===== src/rtl/mem_pkg.sv =====
// ---------------------------------------------------------------------------
// mem_pkg
// Shared types and constants for the data-memory side of the core.
//   RV32I_OPERAND_t : 32-bit operand / address type
//   LSU_STATE_t     : load/store unit sequencer states
//   LSU_B..LSU_HU   : RV32I load/store funct3 encodings
//   word_align()    : clears the byte offset of a byte address
// ---------------------------------------------------------------------------
package mem_pkg;

    typedef logic [31:0] RV32I_OPERAND_t;

    typedef enum logic [1:0] {
        IDLE  = 2'd0,
        READ  = 2'd1,
        WRITE = 2'd2,
        RESP  = 2'd3
    } LSU_STATE_t;

    localparam logic [2:0] LSU_B  = 3'b000;
    localparam logic [2:0] LSU_H  = 3'b001;
    localparam logic [2:0] LSU_W  = 3'b010;
    localparam logic [2:0] LSU_BU = 3'b100;
    localparam logic [2:0] LSU_HU = 3'b101;

    // The bus only ever sees word addresses, so the decoders downstream
    // can compare addresses exactly.
    function automatic RV32I_OPERAND_t word_align(input RV32I_OPERAND_t addr);
        return {addr[31:2], 2'b00};
    endfunction

endpackage


===== src/rtl/lsu_align.sv =====
// ---------------------------------------------------------------------------
// lsu_align
// Purely combinational lane logic for the load/store unit.
// Ports:
//   we         in   1   1 = store, 0 = load
//   funct3     in   3   RV32I funct3 of the access
//   lane       in   2   byte offset of the access (addr[1:0])
//   wdata      in   32  store data, low bytes significant for SB/SH
//   rddata     in   32  word read from the bus
//   load_data  out  32  selected lane, sign/zero extended (LW passthrough)
//   store_word out  32  word to write: rddata with addressed lanes replaced
//   err        out  1   misaligned address or illegal funct3
// ---------------------------------------------------------------------------
module lsu_align
    import mem_pkg::*;
(
    input  logic        we,
    input  logic [2:0]  funct3,
    input  logic [1:0]  lane,
    input  logic [31:0] wdata,
    input  logic [31:0] rddata,
    output logic [31:0] load_data,
    output logic [31:0] store_word,
    output logic        err
);

    RV32I_OPERAND_t byte_sel;
    RV32I_OPERAND_t half_sel;

    // Load path: pick the addressed byte/halfword and extend it.
    always_comb begin
        byte_sel  = {24'd0, rddata[{lane, 3'b000} +: 8]};
        half_sel  = {16'd0, (lane[1] ? rddata[31:16] : rddata[15:0])};
        load_data = rddata;
        case (funct3)
            LSU_B:   load_data = {{24{byte_sel[7]}}, byte_sel[7:0]};
            LSU_H:   load_data = {{16{half_sel[15]}}, half_sel[15:0]};
            LSU_BU:  load_data = byte_sel;
            LSU_HU:  load_data = half_sel;
            default: load_data = rddata;
        endcase
    end

    // Store path: sub-word stores merge into the word just read back,
    // so untouched lanes keep their memory contents.
    always_comb begin
        store_word = rddata;
        case (funct3)
            LSU_B: store_word[{lane, 3'b000} +: 8] = wdata[7:0];
            LSU_H: begin
                if (lane[1]) begin
                    store_word[31:16] = wdata[15:0];
                end else begin
                    store_word[15:0] = wdata[15:0];
                end
            end
            default: store_word = wdata;
        endcase
    end

    // Misalignment and illegal encodings; BU/HU do not exist as stores.
    always_comb begin
        err = 1'b0;
        if (we) begin
            case (funct3)
                LSU_B:   err = 1'b0;
                LSU_H:   err = lane[0];
                LSU_W:   err = (lane != 2'b00);
                default: err = 1'b1;
            endcase
        end else begin
            case (funct3)
                LSU_B, LSU_BU: err = 1'b0;
                LSU_H, LSU_HU: err = lane[0];
                LSU_W:         err = (lane != 2'b00);
                default:       err = 1'b1;
            endcase
        end
    end

endmodule


===== src/rtl/load_store_unit.sv =====
// ---------------------------------------------------------------------------
// load_store_unit
// Bus initiator for the core's data-memory side. Turns RV32I load/store
// requests into word-aligned bus transactions, waits out the read latency,
// extends load data and performs byte/halfword stores by read-modify-write.
// Parameter:
//   RD_LATENCY  cycles from stable bus_addr to valid bus_rddata (0..7)
// Ports:
//   clk          in   1   core clock
//   rst          in   1   asynchronous, active-low reset
//   req_valid    in   1   request present (sampled while req_ready=1)
//   req_we       in   1   1 = store, 0 = load
//   req_funct3   in   3   RV32I funct3
//   req_addr     in   32  byte address
//   req_wdata    in   32  store data
//   req_ready    out  1   unit idle; request accepted if req_valid=1
//   rsp_valid    out  1   one-cycle completion pulse
//   rsp_rdata    out  32  extended load data (0 for stores and errors)
//   rsp_err      out  1   misaligned/illegal access, qualified by rsp_valid
//   bus_addr     out  32  word-aligned bus address
//   bus_wrdata   out  32  full-word write data
//   bus_wren     out  1   write strobe, one cycle per store
//   bus_rddata   in   32  read data from memory_controller
// ---------------------------------------------------------------------------
module load_store_unit
    import mem_pkg::*;
#(
    parameter int RD_LATENCY = 1
) (
    input  logic        clk,
    input  logic        rst,
    input  logic        req_valid,
    input  logic        req_we,
    input  logic [2:0]  req_funct3,
    input  logic [31:0] req_addr,
    input  logic [31:0] req_wdata,
    output logic        req_ready,
    output logic        rsp_valid,
    output logic [31:0] rsp_rdata,
    output logic        rsp_err,
    output logic [31:0] bus_addr,
    output logic [31:0] bus_wrdata,
    output logic        bus_wren,
    input  logic [31:0] bus_rddata
);

    localparam logic [2:0] RD_LAT = 3'(RD_LATENCY);

    LSU_STATE_t state;
    LSU_STATE_t next_state;

    logic        lat_we;
    logic [2:0]  lat_funct3;
    logic [1:0]  lat_lane;
    logic [31:0] lat_wdata;
    logic [2:0]  rd_cnt;

    logic        accept;
    logic        rd_done;

    logic        al_we;
    logic [2:0]  al_funct3;
    logic [1:0]  al_lane;
    logic [31:0] al_wdata;
    logic [31:0] al_load_data;
    logic [31:0] al_store_word;
    logic        al_err;

    logic        rsp_valid_d;
    logic [31:0] rsp_rdata_d;
    logic        rsp_err_d;
    logic [31:0] bus_addr_d;
    logic [31:0] bus_wrdata_d;
    logic        bus_wren_d;

    assign req_ready = (state == IDLE);
    assign accept    = (state == IDLE) && req_valid;
    assign rd_done   = (state == READ) && (rd_cnt == 3'd0);

    // In IDLE the lane logic looks at the live request so errors and SW
    // data are known in the accept cycle; afterwards it uses the latch.
    assign al_we     = (state == IDLE) ? req_we         : lat_we;
    assign al_funct3 = (state == IDLE) ? req_funct3     : lat_funct3;
    assign al_lane   = (state == IDLE) ? req_addr[1:0]  : lat_lane;
    assign al_wdata  = (state == IDLE) ? req_wdata      : lat_wdata;

    lsu_align u_align (
        .we         (al_we),
        .funct3     (al_funct3),
        .lane       (al_lane),
        .wdata      (al_wdata),
        .rddata     (bus_rddata),
        .load_data  (al_load_data),
        .store_word (al_store_word),
        .err        (al_err)
    );

    // State register.
    always_ff @(posedge clk or negedge rst) begin
        if (!rst) begin
            state <= IDLE;
        end else begin
            state <= next_state;
        end
    end

    // Next-state logic: only SW skips the read; sub-word stores need the
    // old word first so untouched lanes survive.
    always_comb begin
        next_state = state;
        case (state)
            IDLE: begin
                if (req_valid) begin
                    if (al_err) begin
                        next_state = RESP;
                    end else if (req_we && (req_funct3 == LSU_W)) begin
                        next_state = WRITE;
                    end else begin
                        next_state = READ;
                    end
                end
            end
            READ: begin
                if (rd_cnt == 3'd0) begin
                    next_state = lat_we ? WRITE : RESP;
                end
            end
            WRITE:   next_state = IDLE;
            RESP:    next_state = IDLE;
            default: next_state = IDLE;
        endcase
    end

    // Output logic: computes the values the registered outputs take in the
    // state being entered, so every external output comes from a flop.
    always_comb begin
        rsp_valid_d  = 1'b0;
        bus_wren_d   = 1'b0;
        rsp_rdata_d  = rsp_rdata;
        rsp_err_d    = rsp_err;
        bus_addr_d   = bus_addr;
        bus_wrdata_d = bus_wrdata;
        if (accept && !al_err) begin
            bus_addr_d = word_align(req_addr);
        end
        case (next_state)
            WRITE: begin
                bus_wren_d   = 1'b1;
                bus_wrdata_d = al_store_word;
                rsp_valid_d  = 1'b1;
                rsp_rdata_d  = 32'd0;
                rsp_err_d    = 1'b0;
            end
            RESP: begin
                // RESP entered straight from IDLE only happens on an error.
                rsp_valid_d = 1'b1;
                rsp_err_d   = (state == IDLE);
                rsp_rdata_d = (state == IDLE) ? 32'd0 : al_load_data;
            end
            default: begin
            end
        endcase
    end

    // Request latch and read-latency counter.
    always_ff @(posedge clk or negedge rst) begin
        if (!rst) begin
            lat_we     <= 1'b0;
            lat_funct3 <= 3'd0;
            lat_lane   <= 2'd0;
            lat_wdata  <= 32'd0;
            rd_cnt     <= 3'd0;
        end else if (accept) begin
            lat_we     <= req_we;
            lat_funct3 <= req_funct3;
            lat_lane   <= req_addr[1:0];
            lat_wdata  <= req_wdata;
            rd_cnt     <= RD_LAT;
        end else if ((state == READ) && !rd_done) begin
            rd_cnt <= rd_cnt - 3'd1;
        end
    end

    // Registered outputs; reset clears them at once, which also kills an
    // in-flight write strobe.
    always_ff @(posedge clk or negedge rst) begin
        if (!rst) begin
            rsp_valid  <= 1'b0;
            rsp_rdata  <= 32'd0;
            rsp_err    <= 1'b0;
            bus_addr   <= 32'd0;
            bus_wrdata <= 32'd0;
            bus_wren   <= 1'b0;
        end else begin
            rsp_valid  <= rsp_valid_d;
            rsp_rdata  <= rsp_rdata_d;
            rsp_err    <= rsp_err_d;
            bus_addr   <= bus_addr_d;
            bus_wrdata <= bus_wrdata_d;
            bus_wren   <= bus_wren_d;
        end
    end

endmodule


===== config.mk =====
export PLATFORM = sky130hd
export DESIGN_NAME = load_store_unit
export DESIGN_NICKNAME = d
export VERILOG_FILES = /design/src/rtl/mem_pkg.sv /design/src/rtl/lsu_align.sv /design/src/rtl/load_store_unit.sv
export SDC_FILE = /design/constraint.sdc
export NUM_CORES = 1
export LEC_CHECK = 0
export BUFFER_PORTS_ARGS = -buffer_cell sky130_fd_sc_hd__buf_2
export CAP_MARGIN = 5
export CORE_UTILIZATION = 53
export DETAILED_ROUTE_END_ITERATION = 7
export GPL_TIMING_DRIVEN = 0
export PLACE_DENSITY_LB_ADDON = 0.12
export REMOVE_ABC_BUFFERS = 1
export SYNTH_ARGS = -nofsm -noshare
export SYNTH_HDL_FRONTEND = slang
export SYNTH_SLANG_ARGS = --single-unit

===== constraint.sdc =====
create_clock -name clk -period 3.5 [get_ports clk]
set_input_delay 0.175 -clock clk [delete_from_list [all_inputs] [get_ports clk]]
set_output_delay 0.175 -clock clk [all_outputs]
set_load 0.1 [all_outputs]

# Word level (Yosys, flattened, before mapping)
# Index checks and enable logic that the tools add are counted.
[op_classes]
addsub = 2
eq_ne = 10
n_shift = 3
n_mux = 26
n_reduce_logical = 17
[op_table]
columns = ["op", "count"]
rows = [
  ["32-bit one-hot mux with 2 select lines", 2],
  ["32-bit one-hot mux with 4 select lines", 1],
  ["32-bit 2-to-1 mux", 2],
  ["16-bit 2-to-1 mux", 3],
  ["32-bit bitwise mux", 1],
  ["8-bit by 7-bit variable shift with 32-bit output (first input constant)", 1],
  ["32-bit by 6-bit variable part select with 8-bit output", 1],
  ["8-bit by 7-bit variable part select with 32-bit output", 1],
  ["2-bit 2-to-1 mux", 5],
  ["3-bit 2-to-1 mux", 3],
  ["2-bit equality test (second input constant)", 4],
  ["2-bit OR reduction", 4],
  ["5-bit negator with 7-bit output", 1],
  ["3-bit by 2-bit equality test with 1-bit output (second input constant)", 2],
  ["3-bit equality test (second input constant)", 2],
  ["3-bit zero test", 2],
  ["1-bit one-hot mux with 3 select lines", 2],
  ["2-bit one-hot mux with 3 select lines", 1],
  ["2-bit nonzero test", 3],
  ["1-bit logical AND", 5],
  ["1-bit 2-to-1 mux", 5],
  ["3-bit by 1-bit equality test with 1-bit output (second input constant)", 1],
  ["3-bit by 1-bit subtractor with 3-bit output (second input constant)", 1],
  ["2-bit by 1-bit equality test with 1-bit output (second input constant)", 1],
  ["other kinds (3)", 4],
]
[word_totals]
ff_bits = 140
in_bits = 103
output_inout_bits = 100
wordCells = 70

# Depth between registers and ports, before layout
# Gate-level depths: netlist of run 1.
[logic_depth]
ltp_word = 12
depth_mapped = 14
mapped_depth_nobuf = 11

# By module
# Synthesis of run 1 repeated with hierarchy kept, for this count alone.
[unflattened]
cells_unflattened = 726
area_unflattened_um2 = 7737.4
[by_module_without_submodules]
columns = ["mod", "instances", "cells_per_inst", "area_each_um2", "seq_area_each_um2"]
rows = [
  ["load_store_unit", 1, 448, 5950.7, 3478.3],
  ["lsu_align", 1, 278, 1786.7, 0.0],
]

# Worst setup path before layout of run 1
# OpenSTA, ideal clock, no wires.
[synth_timing]
kind = "flip-flop to flip-flop"
startpoint = "register state[0]"
endpoint = "register bus_addr[10]"
setup_ns = 0.125
arrival_time_ns = 2.935
t_required_ns = 3.375
path_slack_ns = 0.439
path_stages_with_launch = 13
n_path_buf = 3
period_less_slack_ns = 3.061
path_cell_list = "dfrtp_1 buf_4 o21ai_0 nand2_2 inv_2 buf_1 ha_1 inv_1 a221o_1 a32o_1 nor2_1 buf_2 mux2_2"
[synth_via]
elab_chain_cells = 8
word_cells_on_any_way = 18
cone_classes = "eq/ne: 4; mux: 6; reduce/logical: 8"
[synth_lines]
columns = ["element", "line_no", "rtl"]
rows = [
  ["start, declared", "load_store_unit.sv:49", "LSU_STATE_t state;"],
  ["start signal, assigned", "load_store_unit.sv:103", "state <= next_state;"],
  ["2-bit zero test *", "--", ""],
  ["3-bit 2-to-1 mux", "load_store_unit.sv:83", "assign al_funct3 = (state == IDLE) ? req_funct3 : lat_funct3;"],
  ["3-bit by 1-bit equality test with 1-bit output, or another cell as far along", "lsu_align.sv:65, lsu_align.sv:72", ""],
  ["2-bit OR reduction", "lsu_align.sv:72", "case (funct3)"],
  ["1-bit one-hot mux with 3 select lines", "lsu_align.sv:72", ""],
  ["1-bit 2-to-1 mux", "lsu_align.sv:64", "if (we) begin"],
  ["1-bit zero test", "load_store_unit.sv:143", "if (accept && !al_err) begin"],
  ["1-bit logical AND *", "load_store_unit.sv:143", ""],
  ["end signal, assigned", "load_store_unit.sv:198", "bus_addr <= bus_addr_d;"],
  ["end, declared", "load_store_unit.sv:41", "output logic [31:0] bus_addr,"],
]
# Every way passes the cells marked *; elsewhere a longest branch is shown, timed or not.
# A chain may end at the register's enable or synchronous reset.

# Final worst setup path of run 1
[layout_timing]
startpoint = "register state[1]"
endpoint = "register bus_wrdata[9]"
[layout_via]
elab_chain_cells = 10
word_cells_on_any_way = 31
cone_classes = "add/sub: 1; eq/ne: 8; shift: 2; mux: 14; reduce/logical: 6"
[layout_lines]
columns = ["element", "line_no", "rtl"]
rows = [
  ["2-bit zero test", "--", ""],
  ["3-bit 2-to-1 mux", "load_store_unit.sv:83", ""],
  ["3-bit by 1-bit equality test with 1-bit output, or another cell as far along", "lsu_align.sv:48, lsu_align.sv:65, lsu_align.sv:72", ""],
  ["2-bit OR reduction", "lsu_align.sv:72", ""],
  ["1-bit one-hot mux with 3 select lines", "lsu_align.sv:72", ""],
  ["1-bit 2-to-1 mux", "lsu_align.sv:64", ""],
  ["2-bit 2-to-1 mux", "load_store_unit.sv:114", "if (al_err) begin"],
  ["2-bit 2-to-1 mux", "load_store_unit.sv:113", "if (req_valid) begin"],
  ["2-bit one-hot mux with 3 select lines", "load_store_unit.sv:111", "case (state)"],
  ["2-bit equality test", "load_store_unit.sv:146", "case (next_state)"],
  ["end signal, assigned", "load_store_unit.sv:199", "bus_wrdata <= bus_wrdata_d;"],
  ["end, declared", "load_store_unit.sv:42", "output logic [31:0] bus_wrdata,"],
]
# Several ways; a longest one is shown, not always the timed one.

==> reports/results.tsv, run 1 <==
metric	value	unit
min_path_cells	2	
worst-path-buf-inv	1	
rrSetupSlack	0.11	ns
reg2regPathDepth	6	
setup_viol	0	
yosys_most_used_dff	dfrtp_1	
h-tree-depth	4	
crit_type	flip-flop to flip-flop	
r2r_end	bus_wrdata[9]	
ioPinCount	203	
cpPeakStageDelay	0.73	ns
gp_congestion	0.8944	
die_area	14550	um2
final.setup_skew	0.007928	ns
overflow	0	
routed_wl	22930	um
cts_buffers	17	
rsz0062_at_grt	false	
die_h	120.6	um
reg2reg_from	state[1]	
rows	42	
layout.nets	1105	
crit_chain	or2_4, inv_2, o31a_1, nor2_1, a221oi_1, o21ai_0	
yosysTopAreaCell	dfrtp_1	
slew_headroom	21.02	%
cp-start-kind	flip-flop	
critPathCaptureType	flip-flop	
hp-class	input port to flip-flop	
drtIter0Drc	648	
fin_ws	0.1057	ns
report.final.hold_viol_count	0	
dp_hpwl	14900	um
layout-drive-gt1-share	36.81	%
clk_latency	0.43	ns
tightest_slew	1.185	ns
clock_path_buffers	2	
io_buffer_count	200	
cts.sinks	140	
crit_family	compound AO/OA/AOI/OAI gates	
critPathRequiredTime	3.78	ns
cpMaxStageDelayCell	o31a_1	
drc	0	
dr.pass1.iters	5	
cts-root-buf	clkbuf_16	
area_delta_synth_final	32.54	%
pre_cts_slack	-1.271	ns
finalMaxSlewViolations	0	
cts_tree	built	
ys_ff_latch	140	
vias	7061	
min_period_over_period	96.98	%
synth_cells	766	
coreArea	13510	um2
ys_seq_area_share	46.96	%
antenna_found_initial	1	
initial_utilization	55.23	%
fp.dieW	120.6	um
status	complete, no violations	
hp-start	req_wdata[20]	
synth_top_area_share	46.96	%
viasPerCell	5.959	
routedWlPerCell	19.35	um
ys_types	59	
fmax	294.6	MHz
postRouteAntennaNets	0	
clk_pin_slew	0.06	ns
synth-edff-count	0	
grt_pass1_vias	6926	
crit_arrival	3.67	ns
min_period	3.394	ns
grt_usage	31.93	%
synthTopCellsByArea	dfrtp_1, mux2_2, nand2_1, o21ai_0, nor2_1	
netlist_area	7460	um2
yosys_warnings	0	
synth_area_per_cell	9.738	um2
critical_path_peak_fanout	32	
async_flop_share	100.0	%
holdPathEnd	lat_wdata[20]	
grt_max_degree	75	
grt_pass1_wl	35790	um
drv_cap	0	
-- state kept, by name, indices dropped and copies added, names as in the netlist, 2 cells and up --
| register | count |
|---|---|
| lat_funct3 | 3 |
| rsp_rdata | 32 |
| bus_addr | 30 |
| state | 2 |
| bus_wrdata | 32 |
| lat_lane | 2 |
| rd_cnt | 3 |
| lat_wdata | 32 |
-- cell type report --
class	count	area, um2
multi-input combinational	544	3665
fill	965	3618
sequential	140	3508
timing repair buffer	264	1700
clock buffer	19	452.9
tap	176	220.2
clock inverter	13	212.7
inverter	28	125.1
antenna	1	2.502
-- worst max path at each step --
| stage | slack [ns] | to | startpoint | cells after the start |
|---|---|---|---|---|
| final | 0.11 | bus_wrdata[9] | state[1] | 6 |
| after global routing | 0.009 | rsp_rdata[31] | state[0] | 13 |
| after CTS | 0.01 | rsp_rdata[31] | state[0] | 14 |
| after detailed placement | -1.27 | rsp_rdata[20] | state[0] | 7 |
| after global placement | -2.15 | rsp_rdata[17] | state[0] | 8 |
| after floorplan | -1.11 | rsp_rdata[16] | state[0] | 8 |
-- what timing repair did --
item	4_1_cts	5_1_grt
pin swaps	0	4
setup endpoints to repair	138	28
gates cloned	0	3
endpoints found under the hold margin	126	0
setup buffers	2	3
gates resized for setup	17	4
hold buffers	54	0
-- stage by stage --
step | util (%) | instances | hold WS (ns) | cell area [um2] | TNS, ns
final | 73.21 | 1185 | 0.01394 | 9887 | 0
after global routing | 73.21 | 1185 | 0.0008895 | 9887 | 0
after CTS | 72.62 | 1178 | 0.0004562 | 9808 | 0
after detailed placement | 63.01 | 1090 | 0.2373 | 8509 | -100.0
after floorplan | - | 710 | -0.1206 | 7192 | -64.66
after global placement | 62.29 | 1086 | 0.4085 | 8413 | -169.85
-- logic make-up after synthesis --
family / Yosys count / share of synthesized area, %
buf+inv: 85 / 5.049
simple gates: 232 / 13.27
fa+ha+maj: 7 / 1.174
compound gates: 200 / 18.38
flops: 140 / 46.96
other cells: 1 / 0.05027
mux: 101 / 15.11
-- per-layer routing --
layer	GRT usage (%)	part of all wire [%]	wire length [um]
met4	11.42	2.1	480
met3	8.538	9.3	2132
met1	40.62	41	9327
met5	0	0	0
met2	52.44	48	10990
-- placed cells by master, fill, tap and decap left out, types with 3 or more instances in the layout --
cell,Yosys,routed
o31ai_1,4,4
a21oi_1,36,36
o22ai_1,8,8
o211ai_1,6,6
a22o_1,3,3
a221oi_1,24,24
nand3_1,23,23
clkbuf_16,0,18
o21ai_2,10,10
clkinv_4,0,3
nor2_1,64,63
o221ai_1,15,15
dfrtp_1,140,138
buf_2,13,199
o41ai_1,8,8
clkinvlp_4,0,4
nor3b_1,3,3
buf_4,5,4
o21ai_0,59,58
inv_1,25,24
ha_1,7,6
nand2_1,120,120
a31oi_1,9,9
dlygate4sd3_1,0,54
mux2i_1,8,8
mux2_2,93,93
bufinv_16,0,5
-- Yosys cell counts (7+ instances only) --
cell      count
mux2_2       93
a21oi_1      36
buf_2        13
nand3_1      23
a221oi_1     24
dfrtp_1     140
o22ai_1       8
clkbuf_1     28
inv_1        25
o221ai_1     15
o21ai_0      59
a31oi_1       9
buf_1         8
o21ai_2      10
nor2_1       64
mux2i_1       8
ha_1          7
o41ai_1       8
nand2_1     120
-- worst register-to-register path, delay by kind of cell (launching register included) --
| family | cells | cell delay, ns |
|---|---|---|
| flops | 1 | 0.56 |
| compound gates | 3 | 1.36 |
| simple gates | 2 | 0.78 |
| buf+inv | 1 | 0.54 |
Power of run 1 is left out: the tool's default activity adds up to more than one toggle a clock period on the data nets, which glitch-free logic cannot reach.
==> run 2, diff against run 1 <==
PLACE_DENSITY = 0.79   (was unset)
PLACE_DENSITY_LB_ADDON = unset   (was 0.12)
==> reports/results.tsv, run 2 (synthesized netlist as in run 1, its figures left out) <==
metric	value	unit
dr.pass1.iters	5	
cts_tree	built	
coreArea	13510	um2
pre_cts_slack	-1.158	ns
report.final.hold_viol_count	0	
cts-root-buf	clkbuf_16	
use_met3	8.443	%
tightest_slew	1.162	ns
grt_usage	30.95	%
grtUsageMet2	50.75	%
crit_arrival	3.63	ns
min_period_over_period	95.17	%
reg2reg_from	state[0]	
r2r_end	rsp_rdata[17]	
grt.met1_usage	38.57	%
critical_path_peak_fanout	38	
hp-start	req_addr[5]	
h-tree-depth	4	
layout_common_cells	buf_2, dfrtp_1, nand2_1, mux2_2, nor2_1	
cts_buffers	17	
gp_congestion	0.8680	
overflow	0	
initial_utilization	55.23	%
rsz0062_at_grt	false	
rrSetupSlack	0.17	ns
hp-class	input port to flip-flop	
slew_headroom	22.54	%
die_area	14550	um2
crit_type	flip-flop to flip-flop	
fp.dieW	120.6	um
fin_ws	0.1689	ns
reg_top3	bus_wrdata x32, lat_wdata x32, rsp_rdata x32	
drtIter0Drc	701	
final.setup_skew	0.006843	ns
layout.nets	1085	
status	complete, no violations	
grt_pass1_wl	34510	um
final_common_cell	buf_2	
area_delta_synth_final	29.34	%
clk_latency	0.43	ns
min_path_cells	2	
ioPinCount	203	
io_buffer_count	200	
fmax	300.2	MHz
rows	42	
drc	0	
viasPerCell	5.906	
dp_hpwl	14800	um
grt_pass1_vias	6676	
layout-drive-gt1-share	37.35	%
routed_wl	21770	um
critPathRequiredTime	3.80	ns
reg2regPathDepth	12	
cp-start-kind	flip-flop	
vias	6886	
clock_path_buffers	2	
min_period	3.331	ns
die_h	120.6	um
critPathCaptureType	flip-flop	
antenna_found_initial	1	
routedWlPerCell	18.67	um
drv_cap	0	
postRouteAntennaNets	0	
grt_max_degree	95	
setup_viol	0	
finalMaxSlewViolations	0	
cts.sinks	140	
clk_pin_slew	0.06	ns
holdPathEnd	bus_addr[5]	
top_usage_layer	met2	
==> run 2: changes by cell type in the layout (fill, tap and decap cells not counted), sizes merged <==
cell	previous run	this run
dlygate4sd3	54	35
buf	209	211
clkbuf	20	22
or2	2	1
clkinvlp	4	2
nand2	123	122
diode	1	2
bufinv	5	4
==> run 2: critical path, stage by stage, from the launching register on <==
cell and delay [ns]:
dfrtp_2 0.53, o21ai_2 0.34, nand2_8 0.22, inv_12 0.22, ha_1 0.32, inv_1 0.13
a221o_1 0.33, a32o_2 0.29, o21bai_4 0.26, inv_1 0.14, o211ai_4 0.11, buf_12 0.19
o21ai_0 0.11
==> run 2: layout make-up <==
type	instances	area, um2
fillers	1025	3857
multi-input cells	542	3638
flip-flops and latches	140	3506
repair buffers	246	1513
clock buffers	22	484.2
well taps	176	220.2
clock inverters	10	160.2
inverters	28	121.4
diodes	2	5.005
==> run 2: worst max path at each step <==
| stage | startpoint | to | slack [ns] | depth (start not counted) |
|---|---|---|---|---|
| after floorplan | state[0] | rsp_rdata[16] | -1.11 | 8 |
| after global placement | state[0] | rsp_rdata[21] | -2.21 | 8 |
| after detailed placement | state[0] | rsp_rdata[17] | -1.16 | 7 |
| after CTS | state[0] | rsp_rdata[1] | 0.05 | 10 |
| after global routing | state[0] | bus_wrdata[16] | 0.008 | 10 |
| final | state[0] | rsp_rdata[17] | 0.17 | 12 |
==> run 2: routing by layer <==
metal	routed length, um	share of wire (%)
met5	0	0
met1	8821	41
met3	2104	9.7
met2	10240	47
met4	606	2.8
==> run 2: what timing repair did <==
action / CTS / global route
hold endpoints to repair: 79 / 1
gates resized for setup: 15 / 3
pin swaps: 0 / 3
setup endpoints to repair: 138 / 52
hold buffers: 34 / 1
setup buffers: 1 / 6
==> run 2: through the flow <==
stage          hold WS, ns  setup TNS, ns  std cells  util (%)  cell area, um2
2_1_floorplan      -0.1206         -64.66        710         -            7192
3_3_place_gp        0.4126        -174.60       1086     62.29            8413
3_5_place_dp        0.1265         -82.49       1090     63.11            8523
4_1_cts         0.00007616              0       1157     70.91            9577
5_1_grt          0.0002703              0       1165     71.42            9646
6_report          0.001645              0       1166     71.44            9648
Power of run 2 is left out for the same reason.
==> run 3, diff against run 2 <==
--- a/config.mk
+++ b/config.mk
@@ -12,3 +12,3 @@
 export GPL_TIMING_DRIVEN = 0
-export PLACE_DENSITY = 0.79
+export PLACE_DENSITY = 0.81
 export REMOVE_ABC_BUFFERS = 1
==> constraint.sdc (replaced) <==
create_clock -name clk -period 3.5 [get_ports clk]
set_input_delay 0.35 -clock clk [delete_from_list [all_inputs] [get_ports clk]]
set_output_delay 0.35 -clock clk [all_outputs]
set_load 0.05 [all_outputs]
==> reports/results.tsv, run 3 (synthesized netlist as in run 1, its figures left out) <==
metric	value	unit
io_buffer_count	200	
cts_tree	built	
drtIter0Drc	467	
cts-root-buf	clkbuf_16	
critPathRequiredTime	3.80	ns
ioPinCount	203	
critPathCaptureType	flip-flop	
die_h	120.6	um
cts.sinks	140	
reg_top3	bus_wrdata x32, lat_wdata x32, rsp_rdata x32	
hp-class	input port to flip-flop	
clk_latency	0.42	ns
vias	6795	
routed_wl	21200	um
rows	42	
clk_pin_slew	0.05	ns
h-tree-depth	4	
grt_pass1_vias	6503	
final_common_cell	buf_2	
slew_headroom	25.02	%
critical_path_peak_fanout	38	
final.setup_skew	0.009562	ns
die_area	14550	um2
place_area	8516	um2
antenna_found_initial	2	
routedWlPerCell	18.68	um
viasPerCell	5.987	
layout-drive-gt1-share	38.35	%
grt_pass1_wl	33440	um
overflow	0	
grt_max_degree	79	
initial_utilization	55.23	%
setup_viol	0	
finalMaxSlewViolations	0	
rsz0062_at_grt	true	
status	complete, no violations	
fmax	298.5	MHz
cts_buffers	17	
tightest_slew	1.125	ns
layout.nets	1054	
area_delta_synth_final	24.15	%
fp.dieW	120.6	um
fin_ws	0.1496	ns
gp_congestion	0.8849	
design_area	9261	um2
cp-start-kind	flip-flop	
drv_cap	0	
clock_path_buffers	2	
fillers	1054	
dr.pass1.iters	5	
dp_hpwl	14660	um
grt_usage	30.09	%
drc	0	
report.final.hold_viol_count	0	
coreArea	13510	um2
layout_common_cells	buf_2, dfrtp_1, nand2_1, mux2_2, nor2_1	
crit_type	flip-flop to flip-flop	
postRouteAntennaNets	0	
min_period_over_period	95.73	%
min_period	3.350	ns
crit_arrival	3.65	ns
pre_cts_slack	-1.760	ns
==> run 3: layout make-up <==
type	instances	area (um2)	share of cell area [%]
Clock inverter	7	88.84	0.9592
Inverter	28	127.6	1.378
Sequential cell	140	3506	37.85
Timing Repair Buffer	214	1179	12.73
Clock buffer	25	475.5	5.134
Antenna cell	2	5.005	0.05404
Multi-Input combinational cell	543	3660	39.52
Tap cell	176	220.2	2.378
==> run 3: stage by stage <==
stage	TNS, ns	hold slack (ns)	util (%)	cells
final	0	0.1658	68.58	1135
after global placement	-170.97	0.4531	62.29	1086
after floorplan	-55.32	0.05441	-	710
after detailed placement	-112.57	0.3654	63.05	1089
after CTS	0	0.1477	67.99	1125
after global routing	-0.05495	0.1459	68.58	1135
==> run 3: routing by layer <==
metal  wire [um]  up-vias  share of wire [%]  global-route usage [%]
li1            -     3106                  -                       -
met1        8425     3218                 40                   37.45
met2        9855      422                 46                   47.77
met3        2340       49                 11                   10.33
met4         578        0                2.7                   12.50
met5           0        -                  0                       0
==> run 3: final timing paths <==
path                                start              to  slack, ns  cells past startpoint
setup / recovery                 state[0]   rsp_rdata[30]       0.15                     13
hold / removal                req_addr[5]     bus_addr[5]       0.17                      2
setup reg to reg                 state[0]   rsp_rdata[30]       0.15                     13
hold reg to reg            bus_wrdata[15]  bus_wrdata[15]       0.47                      2
max in group asynchronous             rst         rsp_err       2.24                      3
min in group asynchronous             rst    bus_addr[10]       0.49                      2
==> run 3: what timing repair did <==
action | in CTS | in global routing
endpoints found under the hold margin | 62 | 0
gates resized for setup | 17 | 5
setup buffers | 2 | 7
hold buffers | 1 | 0
pin swaps | 2 | 0
cloned | 1 | 0
endpoints found under the setup margin | 138 | 38
==> run 3: critical path, stage by stage (launching register included) <==
cell and delay, ns:
dfrtp_2 0.54, o21ai_4 0.28, nand2_8 0.21, inv_16 0.20, ha_2 0.27, inv_1 0.10, a221o_1 0.32, a32o_2 0.28
o21bai_4 0.18, buf_16 0.20, inv_1 0.11, o211ai_4 0.23, buf_4 0.22, o21ai_2 0.05
Power of run 3 is left out for the same reason.
